<file path="src/rtl/register_dump_serializer_if.sv">
// Byte stream link between the register dump serializer and its consumer (debug UART).
// Ports: o_data (8-bit byte), o_valid (byte present), i_ready (consumer takes byte this edge).
// Master drives data/valid and the slave drives ready; a byte moves on a posedge with valid && ready.
interface register_dump_serializer_if;
  logic [7:0] o_data;
  logic       o_valid;
  logic       i_ready;

  modport master (output o_data, output o_valid, input i_ready);
  modport slave  (input o_data, input o_valid, output i_ready);
endinterface

</file>
<file path="src/rtl/register_dump_serializer.sv">
// Snapshots the flattened register debug bus on i_start and streams it out byte by byte.
// Ports: clk/rst, i_start, i_registers_debug, stream (o_data/o_valid/i_ready), o_busy, o_done, o_byte_idx.
// First byte valid the cycle after start; one byte per cycle; data/index hold while i_ready is low.
module register_dump_serializer #(
  parameter int SIZE          = 32,
  parameter int NUM_REGISTERS = 32,
  parameter int TOTAL_BYTES   = SIZE * NUM_REGISTERS / 8,
  parameter int IDX_W         = $clog2(TOTAL_BYTES)
) (
  input  logic                            clk,
  input  logic                            rst,
  input  logic                            i_start,
  input  logic [SIZE*NUM_REGISTERS-1:0]   i_registers_debug,
  register_dump_serializer_if.master      stream,
  output logic                            o_busy,
  output logic                            o_done,
  output logic [IDX_W-1:0]                o_byte_idx
);

  localparam int BYTES_PER_REG = SIZE / 8;

  localparam logic [1:0] IDLE = 2'd0;
  localparam logic [1:0] SEND = 2'd1;
  localparam logic [1:0] DONE = 2'd2;

  logic [1:0]                    state;
  logic [SIZE*NUM_REGISTERS-1:0] snapshot;
  logic [IDX_W-1:0]              cnt;
  logic                          handshake;

  // Snapshot reordered into transmit order: register 0 first, MSB of each register first.
  logic [7:0] stream_byte [TOTAL_BYTES];

  for (genvar k = 0; k < NUM_REGISTERS; k++) begin : g_reg
    for (genvar b = 0; b < BYTES_PER_REG; b++) begin : g_byte
      assign stream_byte[k*BYTES_PER_REG + b] = snapshot[k*SIZE + SIZE-1-8*b -: 8];
    end
  end

  assign handshake = (state == SEND) && stream.i_ready;

  always_ff @(posedge clk or posedge rst) begin
    if (rst) begin
      state    <= IDLE;
      snapshot <= '0;
      cnt      <= '0;
    end else begin
      case (state)
        IDLE: begin
          if (i_start) begin
            snapshot <= i_registers_debug;
            cnt      <= '0;
            state    <= SEND;
          end
        end
        SEND: begin
          if (handshake) begin
            if (cnt == IDX_W'(TOTAL_BYTES - 1)) begin
              cnt   <= '0;
              state <= DONE;
            end else begin
              cnt <= cnt + 1'b1;
            end
          end
        end
        DONE:    state <= IDLE;
        default: state <= IDLE;
      endcase
    end
  end

  // Every output is a decode of registered state; i_ready/i_start only affect the next edge.
  assign stream.o_valid = (state == SEND);
  assign stream.o_data  = (state == SEND) ? stream_byte[cnt] : 8'h00;
  assign o_busy         = (state == SEND);
  assign o_done         = (state == DONE);
  assign o_byte_idx     = cnt;

endmodule

</file>
<file path="src/flat_wrapper.sv">
// flat-port wrapper written by rule: the top's interface ports become plain ports
module register_dump_serializer_flat 
#(
  parameter int SIZE          = 32,
  parameter int NUM_REGISTERS = 32,
  parameter int TOTAL_BYTES   = SIZE * NUM_REGISTERS / 8,
  parameter int IDX_W         = $clog2(TOTAL_BYTES)
)
  (clk, rst, i_start, i_registers_debug, o_busy, o_done, o_byte_idx, stream_o_data, stream_o_valid, stream_i_ready);
  register_dump_serializer_if stream_i ();
  input  logic clk;
  input  logic rst;
  input  logic i_start;
  input  logic [SIZE*NUM_REGISTERS-1:0] i_registers_debug;
  output logic o_busy;
  output logic o_done;
  output logic [IDX_W-1:0] o_byte_idx;
  output wire logic [$bits(stream_i.o_data)-1:0] stream_o_data;
  output wire logic [$bits(stream_i.o_valid)-1:0] stream_o_valid;
  input wire logic [$bits(stream_i.i_ready)-1:0] stream_i_ready;
  assign stream_o_data = stream_i.o_data;
  assign stream_o_valid = stream_i.o_valid;
  assign stream_i.i_ready = stream_i_ready;
  register_dump_serializer #(.SIZE(SIZE), .NUM_REGISTERS(NUM_REGISTERS), .TOTAL_BYTES(TOTAL_BYTES), .IDX_W(IDX_W)) u_core (.clk(clk), .rst(rst), .i_start(i_start), .i_registers_debug(i_registers_debug), .stream(stream_i), .o_busy(o_busy), .o_done(o_done), .o_byte_idx(o_byte_idx));
endmodule
</file>
<file path="config.mk">
export PLATFORM = sky130hd
export DESIGN_NAME = register_dump_serializer_flat
export DESIGN_NICKNAME = d
export VERILOG_FILES = /design/src/rtl/register_dump_serializer_if.sv /design/src/rtl/register_dump_serializer.sv /design/src/flat_wrapper.sv
export SDC_FILE = /design/constraint.sdc
export NUM_CORES = 2
export LEC_CHECK = 0
export CORE_AREA = 2 2 405 407
export DETAILED_ROUTE_END_ITERATION = 6
export DIE_AREA = 0 0 407 409
export GPL_ROUTABILITY_DRIVEN = 1
export PLACE_DENSITY_LB_ADDON = 0.2
export SETUP_SLACK_MARGIN = 0.4
export SLEW_MARGIN = 20
export SYNTH_ARGS = -nofsm -noshare
export SYNTH_HDL_FRONTEND = slang
export SYNTH_SLANG_ARGS = --single-unit
</file>
<file path="constraint.sdc">
create_clock -name clk -period 79.7 [get_ports clk]
set_clock_uncertainty 0.05 [all_clocks]
set_input_delay 15.94 -clock clk [delete_from_list [all_inputs] [get_ports clk]]
set_output_delay 15.94 -clock clk [all_outputs]
set_load 0.05 [all_outputs]
</file>
# After elaboration in Yosys (flattened, before gate mapping)

Cells that the tools add are included.

Bits in registers: 1033
Bits of input ports: 1028
Output and inout port bits: 18
Logic and storage cells: 30

Add/sub/neg operators: 1
Order comparisons: 1
Eq/ne operators: 6
Mux-type cells: 12
Bitwise logic cells: 1
Reductions and logical operators: 6

Operators with widths:

| cell                                                                  | number |
|---|---|
| 8-bit binary-select mux with 7-bit select                             | 1 |
| 8-bit two-way mux                                                     | 3 |
| 7-bit two-way mux                                                     | 3 |
| 7-bit case mux with 2 select lines                                    | 1 |
| 8-bit >= comparator, second input constant                            | 1 |
| 7-bit inverter with 8-bit output                                      | 1 |
| 7-bit by 1-bit adder with 7-bit output, second input constant         | 1 |
| 7-bit equality test, second input constant                            | 1 |
| 2-bit two-way mux                                                     | 3 |
| 3-bit AND reduction                                                   | 2 |
| 2-bit by 1-bit != test with 1-bit output, second input constant       | 2 |
| 2-bit case mux with 2 select lines                                    | 1 |
| 2-bit by 1-bit equality test with 1-bit output, second input constant | 1 |
| 2-bit equality test, second input constant                            | 1 |
| 2-bit zero test                                                       | 1 |
| 2-bit != test, second input constant                                  | 1 |
| 2-bit AND reduction                                                   | 1 |
| 2-bit nonzero test                                                    | 1 |
| 1-bit logical AND                                                     | 1 |

# Longest topological paths before layout

Depth after elaboration: 5
Mapped depth: 12
Depth with buffers taken out: 7

# Worst setup path before layout

No wires, ideal clock.

Path kind: register to output
Start: register u_core.cnt[0] (netlist: u_core.o_byte_idx[0])
End: output port stream_o_data[2]
Arrival: 3.792 ns
Data required time: 63.710 ns
Path slack: 59.918 ns
Cell stages (with the launch flop): 11
Path buffers: 4
Cell sequence: dfrtp_1 > buf_6 > buf_8 > buf_12 > nor2_2 > buf_2 > nand2_1 > a41oi_1 > a221oi_2 > o22ai_1 > a2111oi_1

Longest elaborated chain between the ends: 5

Ends and longest elaborated chain:

| what                                                   | RTL line                       | RTL |
|---|---|---|
| start, declared                                        | register_dump_serializer.sv:28 | `logic [IDX_W-1:0] cnt;` |
| start signal, assigned                                 | register_dump_serializer.sv:62 | `cnt <= cnt + 1'b1;` |
| 7-bit inverter with 8-bit output (implied by the code) | register_dump_serializer.sv:74 | `assign stream.o_data = (state == SEND) ? stream_byte[cnt] : 8'h00;` |
| 8-bit binary-select mux with 7-bit select              | register_dump_serializer.sv:74 |  |
| 8-bit two-way mux (implied by the code) (2 in series)  | register_dump_serializer.sv:74 |  |
| 8-bit two-way mux                                      | register_dump_serializer.sv:74 |  |
| end, declared                                          | flat_wrapper.sv:18             | `output wire logic [$bits(stream_i.o_data)-1:0] stream_o_data;` |

Every way passes these cells. The select of a mux whose other input is x is not followed.

# Final worst setup path

Ends and elaborated chain as after synthesis.

==> impl_metrics.json <==
{
  "peakVddDrop_mv": 0.0239,
  "cp-end-kind": "output port",
  "pre_cts_ws_ns": 57.82,
  "hold_violations": 0,
  "cts_root_buffer": "clkbuf_16",
  "grt_pass1_wl_mm": 253,
  "drv_cap": 0,
  "worst_pin_slew_ns": 1.21,
  "first_iter_violations": 2162,
  "comb_power_share_pct": 37.0,
  "path_common_cell": "nor3_1",
  "ys_warn_count": 0,
  "startpoint_type": "flip-flop",
  "period_needed_ns": 22.37,
  "seqPwrFrac_pct": 37.8,
  "numCtsBuffers": 117,
  "synth_area_leaders": "dfrtp_1 55%, mux2_2 24%, mux4_2 7.1%",
  "synth_nets": 4071,
  "vias": 31126,
  "drt_pass1_iterations": 5,
  "multi_input_comb_area_um2": 20100,
  "synth_cell_types": 69,
  "max_stage_delay_ns": 1.07,
  "holdBufCountCts": 0,
  "layout-drive-gt1-share_pct": 35.1,
  "io_pins": 1046,
  "cts_tree": "done",
  "synth_edf_count": 0,
  "leakage_nw": 25.2,
  "worstPathCellList": "buf_12 > buf_4 > mux4_2 > nor3_1 > o32ai_1 > nor3_1 > a2111oi_1 > clkdlybuf4s50_1",
  "utilization_pct": 39.4,
  "swShare_pct": 34.6,
  "hold_path.class": "reg2reg",
  "crit_path_max_fanout": 102,
  "syn_area_per_cell_um2": 15.6,
  "worst_path_max_delay_cell": "clkdlybuf4s50_1",
  "rsz0062_at_grt": "false",
  "synth_seq_area_share_pct": 54.6,
  "ys_seq_elements": 1033,
  "setup_viol": 0,
  "ys_top_cells_by_count": "1,033 x dfrtp_1, 1,027 x mux2_2, 202 x mux2i_1",
  "overflow": 0,
  "grt_usage_pct": 21.6,
  "die_width_um": 407,
  "htreeDepth": 3,
  "final.fill_count": 15347,
  "clkTransAtPathRegs_ns": 0.06,
  "power.internal_mw": 1.50,
  "cts_resized": 0,
  "area_growth_pct": 35.0,
  "design.core.area_um2": 162000,
  "routed_wl_mm": 184,
  "grt_pass1_vias": 33335,
  "slew_headroom_pct": 19.3,
  "outcome": "finished, final reports clean",
  "antenna_found_initial": 118,
  "ant_nets": 0,
  "dieArea_um2": 166000,
  "synth_ff_type": "dfrtp_1",
  "cts_post_setup_buffers_inserted": 0,
  "p_clk_share_pct": 25.2,
  "p_sw_mw": 0.795,
  "rows": 148,
  "final_cells": 6369,
  "synth.most_common_cell": "dfrtp_1",
  "cts.path.max_buffers": 3,
  "die_h_um": 409,
  "fin_ws_ns": 57.33,
  "fmax_mhz": 44.7,
  "async_flop_share_pct": 100,
  "ff_latch_area_um2": 25900,
  "cp.arrival_ns": 6.38,
  "dp.cells": 6090,
  "syn-cell-area_um2": 47300,
  "start_util_pct": 29.2,
  "power.density_nw_per_um2": 35.9,
  "detail_route.vias_per_cell": 4.89,
  "cts_sinks": 1033,
  "netlist_instances": 3042,
  "numPortBuffers": 1045,
  "dp_hpwl_mm": 139,
  "grt_max_degree": 188,
  "critical_path_required_ns": 63.71,
  "holdWs_ns": 0.448,
  "wl_per_cell_um": 28.8,
  "synth_area_leader_cell": "dfrtp_1",
  "drv_slew": 0,
  "drcViolationCount": 0,
  "worstSkewPairLatency_ns": 0.74,
  "synth_top_area_share_pct": 54.6,
  "nNetsFinal": 5065,
  "fin_crit_sh_pct": 28.1,
  "gp_congestion": 0.824,
  "setup_tns_ns": 0,
  "path_class": "reg2out"
}
-- cells by family after synthesis --
| logic type | synth area share, % |
|---|---|
| mux | 37.1 |
| compound gates | 3.52 |
| fa+ha+maj | 0.0264 |
| simple gates | 1.76 |
| buf+inv | 3.01 |
| xor+xnor | 0.0185 |
| flops | 54.6 |
-- worst paths after layout --
kind | depth (start not counted) | endpoint | start | slack (ns)
min reg2reg | 1 | u_core.snapshot[685]$_DFFE_PP0P_ | u_core.snapshot[685]$_DFFE_PP0P_ | 0.45
min in group asynchronous | 2 | u_core.snapshot[294]$_DFFE_PP0P_ | rst | 15.63
max reg2reg | 6 | u_core.snapshot[140]$_DFFE_PP0P_ | u_core.state[0]$_DFFE_PP0P_ | 74.84
min | 1 | u_core.snapshot[685]$_DFFE_PP0P_ | u_core.snapshot[685]$_DFFE_PP0P_ | 0.45
max | 8 | stream_o_data[2] | u_core.o_byte_idx[0]$_DFFE_PP0P_ | 57.33
max in group asynchronous | 8 | u_core.snapshot[461]$_DFFE_PP0P_ | rst | 59.01
-- per-layer routing --
layer | vias up | GRT usage (%) | share of wire, %
met2 | 1013 | 35.3 | 49
li1 | 13549 | - | -
met3 | 341 | 7.50 | 8.2
met4 | 96 | 8.72 | 3.0
met1 | 16127 | 25.9 | 39
met5 | - | 0 | 0.33
-- power groups by stage --
| stage | Sequential, mW | Clock, mW | Combinational (mW) |
|---|---|---|---|
| after floorplan | 0.811 | 0 | 0.578 |
| after global placement | 0.876 | 0 | 0.854 |
| after detailed placement | 0.879 | 0 | 0.864 |
| after CTS | 0.870 | 0.593 | 0.867 |
| after global routing | 0.894 | 0.615 | 0.907 |
| final | 0.868 | 0.578 | 0.849 |
-- placed cells by master, fill, tap and decap left out, types with 9 or more instances in the layout --
cell type	n
a22oi_1	58
mux4_2	149
nor2b_1	10
o221ai_1	18
a31oi_1	9
a21oi_1	32
bufinv_16	14
dfrtp_1	1027
nand3_1	14
diode_2	58
clkdlybuf4s50_1	1045
clkbuf_16	119
o22ai_1	10
mux4_1	21
nand2_1	64
a221oi_2	9
nand2b_1	9
buf_4	43
a41oi_1	16
clkbuf_8	32
clkbuf_1	32
nor2_1	13
mux2i_1	202
clkinv_2	15
mux2_2	1027
o211ai_1	10
nor3_1	12
-- stage by stage --
stage                     instance area (µm²)  total power [mW]
final                                   63900              2.30
after global routing                    63900              2.42
after detailed placement                59600              1.74
after CTS                               63700              2.33
after global placement                  59600              1.73
after floorplan                         47300              1.39
-- state kept, by name, indices dropped and copies added, names as in the netlist --
register           count
u_core.snapshot     1024
u_core.state           2
u_core.o_byte_idx      7
-- final cells by class --
class | count | share of cell area, %
repair buffers | 1098 | 17.1
inverters | 5 | 0.0411
clock inverters | 36 | 0.871
flip-flops and latches | 1033 | 40.5
diodes | 58 | 0.227
multi-input cells | 1781 | 31.4
well taps | 2175 | 4.26
clock buffers | 183 | 5.54
-- worst max-delay path, delay by kind of cell (launching register included) --
kind                   cells  cell delay [ns]
buffers and inverters      3             2.45
AND/OR/NAND/NOR            2             0.15
flip-flops                 1             0.88
multiplexers               1             0.36
AO/OA/AOI/OAI              2             1.67
Note: power is estimated with default switching activity, not from simulation.
